<file path="config.mk">
export PLATFORM = sky130hd
export DESIGN_NAME = code_mem_loader
export DESIGN_NICKNAME = d
export VERILOG_FILES = /design/src/rtl/i281_pkg.sv /design/src/rtl/ldr_checksum8.sv /design/src/rtl/code_mem_loader.sv
export SDC_FILE = /design/constraint.sdc
export NUM_CORES = 1
export LEC_CHECK = 0
export CORE_ASPECT_RATIO = 1.75
export CORE_UTILIZATION = 48
export DETAILED_ROUTE_END_ITERATION = 7
export PLACE_DENSITY = 0.76
export SETUP_SLACK_MARGIN = 0.2
export SYNTH_ARGS = -nofsm -noshare
export SYNTH_HDL_FRONTEND = slang
export SYNTH_SLANG_ARGS = --single-unit
</file>
<file path="constraint.sdc">
create_clock -name clk -period 1.6 [get_ports clk]
set_input_delay 0.24 -clock clk [delete_from_list [all_inputs] [get_ports clk]]
set_output_delay 0.24 -clock clk [all_outputs]
set_load 0.01 [all_outputs]
</file>
<file path="src/rtl/i281_pkg.sv">
// Shared definitions for the i281 code memory and its program loader.
package i281_pkg;

    localparam int CM_ADDR_W = 6;
    localparam int CM_DATA_W = 16;
    localparam int USER_BASE = 32;

    typedef enum logic [2:0] {
        IDLE,
        LEN,
        HI,
        LO,
        WRITE,
        CHK,
        DONE,
        ERR
    } ldr_state_e;

endpackage

</file>
<file path="src/rtl/ldr_checksum8.sv">
// Mod-256 byte accumulator for the loader frame checksum.
module ldr_checksum8 (
    input  logic       clk,
    input  logic       reset_n,
    input  logic       clear,
    input  logic       add,
    input  logic [7:0] din,
    output logic       match
);

    logic [7:0] sum;

    always_ff @(posedge clk or negedge reset_n) begin
        if (!reset_n) begin
            sum <= '0;
        end else if (clear) begin
            sum <= '0;
        end else if (add) begin
            sum <= sum + din;
        end
    end

    // din doubles as the received CHK byte when compared
    assign match = (sum == din);

endmodule

</file>
<file path="src/rtl/code_mem_loader.sv">
// Frame-parsing program loader: LEN, N big-endian words, CHK -> code memory writes.
module code_mem_loader
    import i281_pkg::*;
#(
    parameter int ADDR_W    = CM_ADDR_W,
    parameter int DATA_W    = CM_DATA_W,
    parameter int BASE_ADDR = USER_BASE
) (
    input  logic              clk,
    input  logic              reset_n,
    input  logic              start,
    input  logic              byte_valid,
    input  logic [7:0]        byte_data,
    output logic              byte_ready,
    output logic [ADDR_W-1:0] cm_addr,
    output logic              cm_we,
    output logic [DATA_W-1:0] cm_data,
    output logic              cpu_hold,
    output logic              busy,
    output logic              done,
    output logic              error,
    output logic [ADDR_W-1:0] words_written
);

    localparam int         MAX_WORDS = (1 << ADDR_W) - BASE_ADDR;
    localparam logic [7:0] MAX_LEN   = 8'(MAX_WORDS);

    ldr_state_e        state;
    logic [ADDR_W-1:0] n_words;
    logic [7:0]        hi_byte;
    logic [ADDR_W-1:0] ww_next;
    logic              xfer;
    logic              ck_clear;
    logic              ck_add;
    logic              ck_match;

    assign xfer     = byte_valid & byte_ready;
    assign ck_clear = (state == IDLE) & start;
    assign ck_add   = xfer & ((state == HI) | (state == LO));
    assign ww_next  = words_written + ADDR_W'(1);

    ldr_checksum8 u_checksum (
        .clk     (clk),
        .reset_n (reset_n),
        .clear   (ck_clear),
        .add     (ck_add),
        .din     (byte_data),
        .match   (ck_match)
    );

    // Outputs are registered alongside the state, so each transition sets the
    // output values that belong to the state being entered.
    always_ff @(posedge clk or negedge reset_n) begin
        if (!reset_n) begin
            state         <= IDLE;
            n_words       <= '0;
            hi_byte       <= '0;
            byte_ready    <= 1'b0;
            cm_addr       <= '0;
            cm_we         <= 1'b0;
            cm_data       <= '0;
            cpu_hold      <= 1'b0;
            busy          <= 1'b0;
            done          <= 1'b0;
            error         <= 1'b0;
            words_written <= '0;
        end else begin
            cm_we <= 1'b0;
            case (state)
                IDLE: begin
                    if (start) begin
                        done          <= 1'b0;
                        error         <= 1'b0;
                        words_written <= '0;
                        busy          <= 1'b1;
                        cpu_hold      <= 1'b1;
                        byte_ready    <= 1'b1;
                        state         <= LEN;
                    end
                end
                LEN: begin
                    if (xfer) begin
                        if ((byte_data == 8'd0) || (byte_data > MAX_LEN)) begin
                            error      <= 1'b1;
                            busy       <= 1'b0;
                            cpu_hold   <= 1'b0;
                            byte_ready <= 1'b0;
                            state      <= ERR;
                        end else begin
                            n_words <= ADDR_W'(byte_data);
                            state   <= HI;
                        end
                    end
                end
                HI: begin
                    if (xfer) begin
                        hi_byte <= byte_data;
                        state   <= LO;
                    end
                end
                LO: begin
                    if (xfer) begin
                        cm_we      <= 1'b1;
                        cm_addr    <= ADDR_W'(BASE_ADDR) + words_written;
                        cm_data    <= DATA_W'({hi_byte, byte_data});
                        byte_ready <= 1'b0;
                        state      <= WRITE;
                    end
                end
                WRITE: begin
                    words_written <= ww_next;
                    byte_ready    <= 1'b1;
                    state         <= (ww_next == n_words) ? CHK : HI;
                end
                CHK: begin
                    if (xfer) begin
                        busy       <= 1'b0;
                        cpu_hold   <= 1'b0;
                        byte_ready <= 1'b0;
                        if (ck_match) begin
                            done  <= 1'b1;
                            state <= DONE;
                        end else begin
                            error <= 1'b1;
                            state <= ERR;
                        end
                    end
                end
                DONE:    state <= IDLE;
                ERR:     state <= IDLE;
                default: state <= IDLE;
            endcase
        end
    end

endmodule
</file>
# Word-level counts from Yosys, hierarchy flattened
# Cells that the tools add are included.
# Widths: inputs -> output; s select.
totals:
  regBits: 58
  out_inout_bits: 34
op_classes:
  n_bitwise: 5
  eq_ne: 18
  n_addsub: 3
  reduce_logical: 19
  mux: 30
  order_cmp: 1
op_table:
  columns: ["cell", "count"]
  rows:
  - ["$mux 3", 7]
  - ["$pmux 3 s7", 1]
  - ["$mux 8", 2]
  - ["$ne 2x2->1 const B", 8]
  - ["$reduce_and 5->1", 3]
  - ["$mux 1", 14]
  - ["$eq 3x3->1 const B", 4]
  - ["$pmux 6 s2", 1]
  - ["$add 8x8->8", 1]
  - ["$eq 8x8->1", 1]
  - ["$gt 8x6->1 const B", 1]
  - ["$logic_not 8->1", 1]
  - ["$add 6x1->6 const B", 1]
  - ["$add 6x6->6 const A", 1]
  - ["$eq 3x2->1 const B", 2]
  - ["$eq 6x6->1", 1]
  - ["$mux 6", 1]
  - ["$pmux 1 s3", 2]
  - ["$reduce_and 2->1", 3]
  - ["$reduce_and 6->1", 1]
  - ["$reduce_bool 2->1", 3]
  - ["$pmux 1 s4", 1]
  - ["$reduce_and 4->1", 1]
  - ["$reduce_bool 4->1", 1]
  - ["other kinds (11)", 14]

# Depth between registers and ports, before layout
# Gate-level depths: netlist (run 1).
logic_depth:
  depth_word: 5
  depth_mapped: 8

# Modules after synthesis
# Synthesis (run 1) repeated with hierarchy kept, for this count alone.
unflattened:
  hier_cells: 247
  hier_area_um2: 2884.0
modules_own_cells:
  columns: ["module", "n_inst", "area_per_inst_um2", "cells_each"]
  rows:
  - ["code_mem_loader", 1, 2212.1, 177]
  - ["ldr_checksum8", 1, 671.9, 70]

# Least setup slack after synthesis (run 1)
# OpenSTA, ideal clock, no wires.
synth_path:
  path_kind: "register to register"
  start: "register words_written[0]"
  end: "register state[1]"
  synth_period_minus_slack_ps: 1777
  arrival_time_ps: 1659
  path_slack_ps: -177
  path_stages_with_launch: 7
  required_time_ps: 1482
  path_cell_list: "dfrtp_1 ha_1 nand3_1 nor3_1 a2111oi_0 nand4_1 a21o_1"
synth_via:
  elab_chain_cells: 4
synth_rtl:
  columns: ["element", "line", "text"]
  rows:
  - ["start: declaration", "code_mem_loader.sv:22", "output logic [ADDR_W-1:0] words_written"]
  - ["start signal: assignment", "code_mem_loader.sv:111", "words_written <= ww_next;"]
  - ["$add 6x1->6", "code_mem_loader.sv:40", "assign ww_next = words_written + ADDR_W'(1);"]
  - ["$eq 6x6->1", "code_mem_loader.sv:113", "state <= (ww_next == n_words) ? CHK : HI;"]
  - ["$mux 3", "code_mem_loader.sv:113", null]
  - ["$pmux 3 s7", "code_mem_loader.sv:69", "case (state)"]
  - ["end signal: assignment", "code_mem_loader.sv:113", null]
  - ["end: declaration", "code_mem_loader.sv:28", "ldr_state_e state;"]
# Every way passes these cells.
# A chain may end at the register's enable or synchronous reset.

# Worst setup path in the final report (run 1)
layout_path:
  start: "input byte_data[5]"
  end: "register n_words[4]"
layout_via:
  elab_chain_cells: 4
  elab_cells_between_ends: 5
layout_rtl:
  columns: ["element", "line", "text"]
  rows:
  - ["start: declaration", "code_mem_loader.sv:13", "input logic [7:0] byte_data,"]
  - ["$gt 8x6->1 or $logic_not 8->1 (tied branches)", "code_mem_loader.sv:83", "if ((byte_data == 8'd0) || (byte_data > MAX_LEN)) begin"]
  - ["$logic_or 1x1->1 (*)", "code_mem_loader.sv:83", null]
  - ["$not 1->1 (no line) (*)", null, null]
  - ["$reduce_and 3->1 (no line) (*)", null, null]
  - ["end signal: assignment", "code_mem_loader.sv:90", "n_words <= ADDR_W'(byte_data);"]
  - ["end: declaration", "code_mem_loader.sv:29", "logic [ADDR_W-1:0] n_words;"]
# Every way passes the cells marked *; elsewhere a longest branch is shown, timed or not.

==> out/qor.yml, run 1 <==
outcome: "complete, but fails checks"
violations: "setup timing"
timing_worst_setup_path_type: "input port to flip-flop"
clockPowerShare_pct: 23.0
crit_fanout: 6
post-route-period-util_pct: 112.4
antenna_cells: 0
ir_drop_v: 0.001035
num_vias: 2590
async_reset_ff_share_pct: 100.0
syn_inst: 249
fin_area_um2: 4688
grt_pass1_wl_um: 13460
path_clk_slew_ns: 0.07
slew_viol_final: 0
synth.area.top_cells: "dfrtp_1 50%, mux2_1 8.6%, ha_1 3.5%, mux2_4 3.1%, nand2_1 2.7%"
clk_latency_ns: 0.35
max-cap-violations: 0
setup_viol: 14
seqPwrFrac_pct: 33.6
placed_area_um2: 3923
synth.distinct_cells: 51
grt_pass1_vias: 2679
ctsHtreeMaxLevel: 3
layout_setup_ws_ns: -0.1985
drc_errors: 0
ant_nets: 0
placeableCoreArea_um2: 5833
dp_slack_ns: -0.6509
p_per_area_nw_per_um2: 1378
arrival_ns: 2.03
synth_seq_cells: 58
clock-sinks: 58
start_util_pct: 49.38
crit_required_ns: 1.83
p_sw_mw: 2.178
synth_edf_count: 0
p_int_mw: 4.284
worstMarginPinSlew_ns: 0.4600
cp-start-kind: "input port"
slew_headroom_pct: 69.33
period_minus_slack_ns: 1.798
vias_per_cell: 5.618
hold_viol_final: 0
synth.yosys.warnings: 0
drt_pass1_iterations: 4
syn_area_um2: 2880
cts_root_buf: "clkbuf_8"
skew_ns: 0.01391
cts_tree: "done"
avgRoutedWirePerCell_um: 20.15
cts_buffers: 9
die_w_um: 60.56
max_freq_mhz: 556.0
yosysTopAreaCellShare_pct: 50.39
hold_class: "input port to async pin"
end_kind: "flip-flop"
hpwl_um: 5374
n_fill_cell: 335
syn_area_per_cell_um2: 11.57
synth_flop_cell: "dfrtp_1"
rows: 37
wirelength_um: 9288
p_comb_share_pct: 43.3
totalNegativeSetupSlack_ns: -1.838
grt_use_total_pct: 30.02
rsz0062_at_grt: "yes"
grt-ovfl-total: 0
pin_count: 46
die_h_um: 104.5
p_leak_nw: 2.257
ctsLongestPathBuffers: 2
swShare_pct: 33.71
drive_gt1_share_pct: 46.74
area_growth_syn_to_layout_pct: 62.77
layout.nets: 400
io_buffers: 45
syn_nets: 270
globalplace.congestion: 0.9505
yosysSeqAreaShare_pct: 50.39
dieArea_um2: 6326
yosysTopAreaCell: "dfrtp_1"
drt-initial-drc-count: 138
grt_max_degree: 37
antenna_found_initial: 0
-- Yosys cell counts (2+ instances only) --
cell,number
a211oi_1,2
a21o_1,3
a21oi_1,3
a22o_1,2
a31oi_1,2
and3_1,2
buf_2,3
clkbuf_1,5
dfrtp_1,58
ha_1,8
inv_1,6
mux2_1,22
mux2_2,6
mux2_4,6
nand2_1,21
nand2b_1,5
nand3_1,7
nand3b_1,3
nand4_1,2
nor2_1,6
nor2b_1,5
nor3_1,4
nor3b_1,2
nor4_1,2
nor4b_1,2
o21a_1,3
o21ai_0,10
o21ai_1,10
o221ai_1,2
o31ai_1,4
or3_1,2
xnor2_1,8
xor2_1,5
-- through the flow --
| step | hold slack (ns) | instances | util [%] | total power, mW |
|---|---|---|---|---|
| 3_3_place_gp | 0.2570 | 418 | 67.25 | 4.292 |
| 6_report | 0.4160 | 461 | 80.37 | 6.462 |
| 4_1_cts | 0.4250 | 452 | 76.36 | 6.089 |
| 2_1_floorplan | -0.05559 | 249 | - | 3.313 |
| 5_1_grt | 0.4612 | 461 | 80.37 | 6.782 |
| 3_5_place_dp | 0.2513 | 418 | 67.25 | 4.383 |
-- flip-flops by register name, summed over array words and instances, names as in the netlist --
name,count
cm_we,1
hi_byte,8
done,1
cm_data,16
state,3
cm_addr,6
words_written,6
n_words,6
u_checksum.sum,8
busy,1
byte_ready,1
error,1
-- logic make-up after synthesis --
logic type / share of synthesized area [%]
flip-flops: 50.39
multiplexers: 14.07
buffers and inverters: 2.215
AND/OR/NAND/NOR: 14.07
XOR/XNOR: 3.953
adder cells (fa/ha/maj): 4.170
AO/OA/AOI/OAI: 11.12
-- path summary, 6_finish.rpt --
| path | cells after the start | from | slack, ns | end |
|---|---|---|---|---|
| setup / recovery | 6 | byte_data[5] | -0.20 | n_words[4] |
| hold / removal | 3 | reset_n | 0.42 | words_written[0] |
| setup reg to reg | 5 | state[2] | -0.19 | n_words[4] |
| hold reg to reg | 1 | cm_addr[1] | 0.49 | cm_addr[1] |
| max in group asynchronous | 3 | reset_n | 0.78 | cm_data[6] |
| min in group clk | 3 | byte_data[4] | 0.46 | cm_data[4] |
-- repair_timing --
action,CTS,global route
endpoints found under the hold margin,58,0
endpoints found under the setup margin,86,57
resized for setup,84,44
pin swaps,21,24
setup buffers,17,9
hold buffers,1,0
gates cloned,1,0
-- layer usage --
metal / up-vias / routed length [um] / track usage [%]
met3: 30 / 326 / 5.100
li1: 1165 / - / -
met1: 1291 / 3302 / 31.29
met2: 104 / 5280 / 51.73
met5: - / 0 / 0
met4: 0 / 379 / 20.29
-- worst max-delay path: stages --
cell,delay (ns)
clkdlybuf4s50_1,0.53
or4b_4,0.50
nor3_4,0.19
nor2_4,0.09
nor2_8,0.17
mux2_4,0.32
-- power groups by stage --
stage	Clock, mW	Sequential (mW)	Combinational [mW]
5_1_grt	1.57	2.21	3.00
3_5_place_dp	0	2.16	2.23
4_1_cts	1.49	2.13	2.47
3_3_place_gp	0	2.13	2.16
2_1_floorplan	0	2.25	1.07
6_report	1.49	2.17	2.80
-- placed cells by master (no fill, tap or decap), drive strengths merged, types with 5 or more instances in the layout --
cell         count
clkbuf          15
nand2b           5
nand2           22
o21ai           20
nor2b            5
nor2             9
inv              6
nand3            7
dlygate4sd2     36
dfrtp           58
xnor2            8
xor2             5
nor3             5
buf             82
ha               8
mux2            34
-- area by class of cell --
| class | count | area, um2 | share of cell area (%) |
|---|---|---|---|
| multi-input cells | 177 | 1821 | 38.83 |
| flip-flops and latches | 58 | 1456 | 31.06 |
| repair buffers | 127 | 1081 | 23.06 |
| clock buffers | 12 | 145.1 | 3.096 |
| well taps | 78 | 97.59 | 2.082 |
| clock inverters | 3 | 65.06 | 1.388 |
| inverters | 6 | 22.52 | 0.4804 |
Note: power is estimated with default switching activity, not from simulation.
==> inputs of run 2 (changes only) <==
--- a/config.mk
+++ b/config.mk
@@ -6,9 +6,9 @@
 export NUM_CORES = 1
 export LEC_CHECK = 0
 export CORE_ASPECT_RATIO = 1.75
-export CORE_UTILIZATION = 48
+export CORE_UTILIZATION = 50
 export DETAILED_ROUTE_END_ITERATION = 7
-export PLACE_DENSITY = 0.76
+export PLACE_DENSITY = 0.75
 export SETUP_SLACK_MARGIN = 0.2
 export SYNTH_ARGS = -nofsm -noshare
 export SYNTH_HDL_FRONTEND = slang
==> constraint.sdc (replaced) <==
create_clock -name clk -period 2.13 [get_ports clk]
set_input_delay 0.3195 -clock clk [delete_from_list [all_inputs] [get_ports clk]]
set_output_delay 0.3195 -clock clk [all_outputs]
set_load 0.01 [all_outputs]
==> out/qor.yml, run 2 (synthesis gave the netlist of run 1 again) <==
post-route-period-util_pct: 88.63
antenna_found_initial: 0  # unchanged
drt_pass1_iterations: 4  # unchanged
mostFrequentLayoutCells: "57 x dfrtp_1, 39 x clkdlybuf4s50_1, 33 x buf_4, 22 x mux2_1, 21 x nand2_1"  # was 65 x buf_4, 54 x dfrtp_1, 36 x dlygate4sd2_1, 18 x mux2_4, 17 x nand2_1
skew_ns: 0.005041  # was 0.01391 ns
ant_nets: 0  # unchanged
drc_errors: 0  # unchanged
grt_max_degree: 36  # was 37
num_vias: 2266  # was 2590
layout_setup_ws_ns: 0.2422  # was -0.1985 ns
cts_buffers: 9  # unchanged
placeableCoreArea_um2: 5540  # was 5833 um2
grt_pass1_wl_um: 11360  # was 13460 um
io_buffers: 45  # unchanged
slew_headroom_pct: 57.82  # was 69.33%
slew_viol_final: 0  # unchanged
reg2reg_slack_ns: 0.28  # was -0.19 ns
timing_worst_setup_path_type: "input port to flip-flop"  # unchanged
p_per_area_nw_per_um2: 1070  # was 1378 nW/um2
p_total_mw: 4.172  # was 6.462 mW
path_clk_slew_ns: 0.07  # about the same
drive_gt1_share_pct: 21.96  # was 46.74%
clock-sinks: 58  # unchanged
rows: 36  # was 37
grt-ovfl-total: 0  # unchanged
layout.nets: 353  # was 400
n_fill_cell: 442  # was 335
worstMarginPinSlew_ns: 0.6285  # was 0.4600 ns
period_minus_slack_ns: 1.888
hold_class: "input port to flip-flop"  # was input port to async pin
cp_slowest_cell: "clkdlybuf4s50_1"  # unchanged
largestRegisters: "cm_data: 16 flops, hi_byte: 8 flops, u_checksum.sum: 8 flops"  # unchanged
max_freq_mhz: 529.7
regMostFlops: "cm_data"  # unchanged
p_leak_nw: 1.840  # was 2.257 nW
outcome: "complete, no violations"  # was complete, but fails checks
avgRoutedWirePerCell_um: 17.00  # was 20.15 um
setup_viol: 0  # was 14
largest_register_ffs: 16  # unchanged
crit_fanout: 6  # unchanged
hold_viol_final: 0  # unchanged
fin_area_um2: 3897  # was 4688 um2
ctsHtreeMaxLevel: 3  # unchanged
cts_root_buf: "clkbuf_8"  # unchanged
start_util_pct: 51.99  # was 49.38%
crit_family: "simple AND/OR/NAND/NOR gates"  # unchanged
mostFrequentLayoutCell: "dfrtp_1"  # was buf_4
end_kind: "flip-flop"  # unchanged
hpwl_um: 5165  # was 5374 um
dp_slack_ns: -0.2541  # was -0.6509 ns
final_util_pct: 70.35  # was 80.37%
critPathBufInv: 1  # unchanged
globalplace.congestion: 0.9079  # was 0.9505
arrival_ns: 2.11  # was 2.03 ns
die_h_um: 102.4  # was 104.5 um
final_cells: 413  # was 461
crit_chain: "clkdlybuf4s50_1 > or4b_1 > nor3_4 > nor2_4 > nor2_8 > mux2_4"  # was clkdlybuf4s50_1 > or4b_4 > nor3_4 > nor2_4 > nor2_8 > mux2_4
drt-initial-drc-count: 55  # was 138
dp.cells: 395  # was 418
die_w_um: 59.38  # was 60.56 um
vias_per_cell: 5.487  # was 5.618
ir_drop_v: 0.0007900  # was 0.001035 V
placed_area_um2: 3647  # was 3923 um2
grt_pass1_vias: 2338  # was 2679
cts_tree: "done"  # unchanged
rsz0062_at_grt: "no"  # was yes
wirelength_um: 7020  # was 9288 um
crit_required_ns: 2.35  # was 1.83 ns
antenna_cells: 0  # unchanged
ctsLongestPathBuffers: 2  # unchanged
dieArea_um2: 6080  # was 6326 um2
totalNegativeSetupSlack_ns: 0  # was -1.838 ns
clk_latency_ns: 0.34  # was 0.35 ns
max-cap-violations: 0  # unchanged
worst_hold_slack_ns: 0.3937  # was 0.4160 ns
cp-start-kind: "input port"  # unchanged
cpPeakStageDelay_ns: 0.51  # was 0.53 ns
grt_use_total_pct: 25.90  # was 30.02%
area_growth_syn_to_layout_pct: 35.32  # was 62.77%
pin_count: 46  # unchanged
==> run 2: changes by cell type in the layout (fill, tap and decap cells not counted), sizes merged, moves of 2 or more <==
cell           previous run  this run
clkdlybuf4s15             2         0
buf                      82        36
clkdlybuf4s50             3        39
clkbuf                   15        11
dlygate4sd2              36         4
clkinv                    1         4
==> run 2: layout make-up <==
cell class	instances	area (um2)	area share, %
tap	76	95.09	2.440
clock inverter	5	53.80	1.380
inverter	6	22.52	0.5778
sequential	58	1453	37.27
multi-input combinational	176	1400	35.92
timing repair buffer	81	732.0	18.78
clock buffer	11	141.4	3.628
==> run 2: power breakdown <==
group | total [mW] | internal, mW | switching (mW)
clock | 0.999 | 0.567 | 0.431
combinational | 1.56 | 0.859 | 0.697
sequential | 1.62 | 1.40 | 0.222
==> run 2: what timing repair did <==
action,CTS,global route
setup buffers,1,0
endpoints found under the setup margin,12,13
pin swaps,4,2
cloned,0,0
endpoints found under the hold margin,23,0
hold buffers,1,0
resized for setup,8,6
==> run 2: worst reg2reg max path, stage by stage, from the launching register on <==
cell,delay (ns)
dfrtp_1,0.38
or4b_1,0.57
nor3_4,0.20
nor2_4,0.09
nor2_8,0.18
mux2_4,0.31
==> run 2: worst paths after layout <==
kind | startpoint | end | cells past startpoint
worst max-delay path | byte_data[5] | n_words[5] | 6
worst min-delay path | byte_data[1] | hi_byte[1] | 2
worst max register to register | state[2] | n_words[5] | 5
worst min register to register | cm_addr[5] | cm_addr[5] | 2
max in group asynchronous | reset_n | n_words[1] | 3
min in group asynchronous | reset_n | cm_addr[4] | 2
==> run 2: metal layers <==
layer	part of all wire, %	vias to the layer above	GRT usage (%)
met5	0	-	0
met2	58	64	46.93
met1	36	1123	27.20
li1	-	1064	-
met3	3.8	15	6.203
met4	2.5	0	12.27
==> inputs of run 3 (changes only) <==
--- a/config.mk
+++ b/config.mk
@@ -8,6 +8,7 @@
 export CORE_ASPECT_RATIO = 1.75
 export CORE_UTILIZATION = 50
 export DETAILED_ROUTE_END_ITERATION = 7
+export HOLD_SLACK_MARGIN = 0.03
 export PLACE_DENSITY = 0.75
 export SETUP_SLACK_MARGIN = 0.2
 export SYNTH_ARGS = -nofsm -noshare
==> results of run 3 <==
Final layout, timing and power as in run 2 (identical DEF).
